==> src/rtl/spi_txn_master.sv <==
// SPI transaction master: serialises one 16-bit {addr, rw, data} frame per request
// and returns read data with a single-cycle response strobe.
module spi_txn_master #(
    parameter int HALF_PERIOD = 25,
    parameter int GAP         = 250
) (
    input  logic       clk,
    input  logic       rst_n,
    input  logic       req_valid,
    output logic       req_ready,
    input  logic       req_rw,
    input  logic [6:0] req_addr,
    input  logic [7:0] req_wdata,
    input  logic       abort,
    output logic       rsp_valid,
    output logic [7:0] rsp_rdata,
    output logic       aborted,
    output logic       busy,
    output logic       sclk_pin,
    output logic       cs_pin,
    output logic       mosi_pin,
    input  logic       miso_pin
);

    typedef enum logic [2:0] {
        ST_IDLE,
        ST_SHIFT_LO,
        ST_SHIFT_HI,
        ST_HOLD,
        ST_GAP
    } state_t;

    localparam int CNT_MAX = (HALF_PERIOD > GAP) ? HALF_PERIOD : GAP;
    localparam int CNT_W   = $clog2(CNT_MAX + 1);
    localparam logic [CNT_W-1:0] HALF_LAST = CNT_W'(HALF_PERIOD - 1);
    localparam logic [CNT_W-1:0] GAP_LAST  = CNT_W'(GAP - 1);

    state_t           state_reg, state_next;
    logic [CNT_W-1:0] cnt_reg, cnt_next;
    logic [3:0]       idx_reg, idx_next;
    logic [15:0]      frame_reg, frame_next;
    logic [7:0]       cap_reg, cap_next;
    logic [7:0]       rdata_reg, rdata_next;
    logic             cs_reg, cs_next;
    logic             sclk_reg, sclk_next;
    logic             mosi_reg, mosi_next;
    logic             rsp_valid_reg, rsp_valid_next;
    logic             aborted_reg, aborted_next;
    logic [3:0]       idx_dec;
    logic             half_done;
    logic             is_read;

    assign idx_dec   = idx_reg - 4'd1;
    assign half_done = (cnt_reg == HALF_LAST);
    assign is_read   = frame_reg[8];

    always_comb begin
        state_next     = state_reg;
        cnt_next       = cnt_reg + CNT_W'(1);
        idx_next       = idx_reg;
        frame_next     = frame_reg;
        cap_next       = cap_reg;
        rdata_next     = rdata_reg;
        cs_next        = cs_reg;
        sclk_next      = sclk_reg;
        mosi_next      = mosi_reg;
        rsp_valid_next = 1'b0;
        aborted_next   = 1'b0;

        case (state_reg)
            ST_IDLE: begin
                cnt_next = '0;
                if (req_valid) begin
                    state_next = ST_SHIFT_LO;
                    // The data field of a read frame goes out as zeros.
                    frame_next = {req_addr, req_rw, req_rw ? 8'h00 : req_wdata};
                    idx_next   = 4'd15;
                    cap_next   = 8'h00;
                    cs_next    = 1'b0;
                    sclk_next  = 1'b0;
                    mosi_next  = req_addr[6];
                end
            end
            ST_SHIFT_LO: begin
                if (half_done) begin
                    state_next = ST_SHIFT_HI;
                    cnt_next   = '0;
                    sclk_next  = 1'b1;
                end
            end
            ST_SHIFT_HI: begin
                if (half_done) begin
                    cnt_next  = '0;
                    sclk_next = 1'b0;
                    // Sample as late as possible in the high half; data bits are idx 7..0.
                    if (is_read && !idx_reg[3]) begin
                        cap_next = {cap_reg[6:0], miso_pin};
                    end
                    if (idx_reg == 4'd0) begin
                        state_next = ST_HOLD;
                        mosi_next  = 1'b0;
                    end else begin
                        state_next = ST_SHIFT_LO;
                        idx_next   = idx_dec;
                        mosi_next  = frame_reg[idx_dec];
                    end
                end
            end
            ST_HOLD: begin
                if (half_done) begin
                    state_next     = ST_GAP;
                    cnt_next       = '0;
                    cs_next        = 1'b1;
                    rsp_valid_next = 1'b1;
                    if (is_read) begin
                        rdata_next = cap_reg;
                    end
                end
            end
            ST_GAP: begin
                if (cnt_reg == GAP_LAST) begin
                    state_next = ST_IDLE;
                    cnt_next   = '0;
                end
            end
            default: begin
                state_next = ST_IDLE;
                cnt_next   = '0;
            end
        endcase

        // Abort overrides any in-frame transition, including a normal completion.
        if (abort && (state_reg == ST_SHIFT_LO || state_reg == ST_SHIFT_HI ||
                      state_reg == ST_HOLD)) begin
            state_next     = ST_GAP;
            cnt_next       = '0;
            cap_next       = cap_reg;
            rdata_next     = rdata_reg;
            cs_next        = 1'b1;
            sclk_next      = 1'b0;
            mosi_next      = 1'b0;
            rsp_valid_next = 1'b0;
            aborted_next   = 1'b1;
        end
    end

    always_ff @(posedge clk) begin
        if (!rst_n) begin
            state_reg     <= ST_IDLE;
            cnt_reg       <= '0;
            idx_reg       <= 4'd0;
            frame_reg     <= 16'h0000;
            cap_reg       <= 8'h00;
            rdata_reg     <= 8'h00;
            cs_reg        <= 1'b1;
            sclk_reg      <= 1'b0;
            mosi_reg      <= 1'b0;
            rsp_valid_reg <= 1'b0;
            aborted_reg   <= 1'b0;
        end else begin
            state_reg     <= state_next;
            cnt_reg       <= cnt_next;
            idx_reg       <= idx_next;
            frame_reg     <= frame_next;
            cap_reg       <= cap_next;
            rdata_reg     <= rdata_next;
            cs_reg        <= cs_next;
            sclk_reg      <= sclk_next;
            mosi_reg      <= mosi_next;
            rsp_valid_reg <= rsp_valid_next;
            aborted_reg   <= aborted_next;
        end
    end

    assign req_ready = (state_reg == ST_IDLE);
    assign busy      = (state_reg != ST_IDLE);
    assign rsp_valid = rsp_valid_reg;
    assign rsp_rdata = rdata_reg;
    assign aborted   = aborted_reg;
    assign sclk_pin  = sclk_reg;
    assign cs_pin    = cs_reg;
    assign mosi_pin  = mosi_reg;

endmodule

==> config.mk <==
export PLATFORM = sky130hd
export DESIGN_NAME = spi_txn_master
export DESIGN_NICKNAME = d
export VERILOG_FILES = /design/src/rtl/spi_txn_master.sv
export SDC_FILE = /design/constraint.sdc
export NUM_CORES = 1
export LEC_CHECK = 0
export CAP_MARGIN = 20
export CELL_PAD_IN_SITES_DETAIL_PLACEMENT = 1
export CELL_PAD_IN_SITES_GLOBAL_PLACEMENT = 2
export CORE_MARGIN = 4
export CORE_UTILIZATION = 35
export DETAILED_ROUTE_END_ITERATION = 10
export GPL_TIMING_DRIVEN = 1
export PLACE_DENSITY = 0.95
export SLEW_MARGIN = 20
export SYNTH_ARGS = -nofsm -noshare
export SYNTH_HDL_FRONTEND = slang
export SYNTH_SLANG_ARGS = --single-unit
==> constraint.sdc <==
create_clock -name clk -period 5.1 [get_ports clk]
set_clock_uncertainty 0.1 [all_clocks]
set_input_delay 1.275 -clock clk [delete_from_list [all_inputs] [get_ports clk]]
set_output_delay 1.275 -clock clk [all_outputs]
set_load 0.1 [all_outputs]
==> metrics.txt <==
CP endpoint kind=output pin; nets@finish=316; required time worst endpoint=3.72 ns; share of layout cells above drive strength 1=0.0515; total grt overflow=0; Final Hold Fails=0; crit start category=flop; DIE AREA=0.00803 sq mm; Finished Cell Area=0.00282 sq mm; synthesis-stage register bit count=52; Root Buffer=clkbuf_8; crit path kind=flop to output pin; first-pass GRT wire length=9030 microns; die width=89.6 microns; top-area cell type share of the netlist area=0.447; PD cells=353 mW/mm^2; Detail Placement HPWL=4000 microns; Starting Density=0.363; Syn Area/Cell=8.96 sq um; vias in the first global route=1890; WP data arrival=2.18 ns; ant diodes=0; Tightest Hold Check Type=flop to flop; area of the multi-input gates=0.00120 sq mm; Placer Congestion=0.817; Seq/Total Area, Yosys=0.447; clk sink count=52; largest net degree at the start of global routing=22; Worst-Margin Slew=0.989 ns; 1st-iter DRT viols=82; final setup vio count=0; crit share post-route=0.696; syn nets=286; path depth of the worst reg2reg path=7; Synth-to-Final Area Change=21.0%; final wirelength=5410 microns; Pre-antenna DRT Iters=4; asr flop ratio synth=0; pre-CTS WS=1.86 ns; Core ar.=0.00642 sq mm; r2r setup slk=2.38 ns; IO buf count=35; Final ANT Viol Nets=0; antenna violations before repair=0; Top-Level Pins=36; Slew Viols, Final=0; cell type with the largest total area after synthesis=dfxtp_1; Max Cap Viol=0; register area=0.00104 sq mm; Post-synth EDFFs=0; via count=1900; average routed wire per standard cell=14.7 microns; Worst Slack Setup Final=1.55 ns; Worst Setup SP=state_reg[1]; FF-to-FF End=mosi_pin; Placed Area=0.00272 sq mm; reg-to-reg startpoint=idx_reg[0]; post-CTS setup buffer count=0; area of the mapped netlist=0.00233 sq mm; critical path peak fanout=11; crit path to=req_ready; status=finished clean; Tmin final=3.55 ns; H-tree depth=2; Cell variety after synth=44; FP Rows=29; DRC Markers=0; CTS buffer count=5; Cells after Synth=260; RSZ-0062 raised after global routing=false; GRT Overall Usage=0.146; CTS resizes=0; Fmax=282 MHz; Setup TNS Final=0 ns; warnings from Yosys=0; Worst-Skew Late Latency=0.31 ns; Static Leak=0.000986 uW; Vias/cell=5.16; max reg flops=16; Post-CTS Hold Buffers=0; filler instances=771; clk slew on worst S/H paths=0.08 ns; Bufs on Longest Clock Path=2; Peak VDD IR=0.000132 V; Die Y=89.6 microns; Rel. slew slack=0.338; CTS tree=done; Synth area leaders=dfxtp_1, a21oi_1, nand2_1; main flop type after synthesis=dfxtp_1
## worst min path at each step
stage / startpoint / to / cells past startpoint
floorplan: frame_reg[6] / frame_reg[6] / 2
global placement: frame_reg[5] / frame_reg[5] / 2
detailed placement: frame_reg[14] / frame_reg[14] / 2
CTS: frame_reg[14] / frame_reg[14] / 2
global route: frame_reg[14] / frame_reg[14] / 2
finish: frame_reg[14] / frame_reg[14] / 2
## final cells by class
class / instances / share of cell area
clock buffers: 6 / 0.0293
clock inverters: 2 / 0.00488
inverters: 7 / 0.00932
multi-input cells: 188 / 0.426
flip-flops and latches: 52 / 0.369
well taps: 77 / 0.0342
repair buffers: 36 / 0.127
## routing by layer
layer | up-vias | GRT usage | routed length, microns
met5 | - | 0 | 0
met4 | 0 | 0.0365 | 50
met3 | 6 | 0.0365 | 203
met2 | 29 | 0.253 | 2620
met1 | 909 | 0.180 | 2540
li1 | 956 | - | -
## where the power goes
| part | internal (uW) | leakage [uW] | switching [uW] |
|---|---|---|---|
| Sequential | 433 | 0.000423 | 24.9 |
| Clock | 111 | 0.0000516 | 140 |
| Combinational | 105 | 0.000511 | 180 |
## logic make-up (layout without fill, tap and decap cells)
| logic type | after synthesis | after routing | share of synthesized area |
|---|---|---|---|
| buffers and inverters | 20 | 51 | 0.0397 |
| XOR/XNOR | 8 | 8 | 0.0301 |
| multiplexers | 13 | 13 | 0.0892 |
| adder cells (fa/ha/maj) | 5 | 5 | 0.0269 |
| AND/OR/NAND/NOR | 118 | 118 | 0.258 |
| AO/OA/AOI/OAI | 44 | 44 | 0.109 |
| flip-flops | 52 | 52 | 0.447 |
## stage by stage
step / hold slack [ns] / instances / total power, uW / utilization
after global routing: 0.383 / 368 / 1050 / 0.439
after global placement: 0.334 / 360 / 746 / 0.424
final: 0.358 / 368 / 995 / 0.439
after floorplan: 0.327 / 260 / 682 / -
after detailed placement: 0.348 / 360 / 755 / 0.424
after CTS: 0.361 / 368 / 1010 / 0.439
## synth_stat cells (2+ instances only)
library cell   n
a211oi_1       2
a31oi_1        2
o21ai_0        4
and2_1         3
nand2b_1      12
mux2i_1        8
clkbuf_1       6
inv_1          7
nand4b_1       2
a22oi_1        2
nor3b_1        2
nand2_1       36
nand3b_1       8
ha_1           5
mux4_1         4
buf_2          4
nor2_1        28
xor2_1         4
xnor2_1        4
nor3_1         4
nand3_1       12
a21oi_1       27
nand4_1        2
dfxtp_1       52
## worst max-delay path, cell delays in order, from the launching register on
cell,delay [ns]
dfxtp_1,0.41
nor3_2,0.28
clkdlybuf4s50_1,1.18
## cells in the final DEF (no fill, tap or decap), types with 2 or more instances in the layout
master	count
dfxtp_1	52
nand2_1	36
clkdlybuf4s50_1	35
nor2_1	28
a21oi_1	27
nand2b_1	12
nand3_1	12
mux2i_1	8
nand3b_1	8
inv_1	7
clkbuf_8	6
ha_1	5
xnor2_1	4
xor2_1	4
o21ai_0	4
mux4_1	4
and2_1	3
nor3_1	3
nand4b_1	2
nand4_1	2
a31oi_1	2
nor3b_1	2
a22oi_1	2
a211oi_1	2
Note: power is estimated with default switching activity, not from simulation.
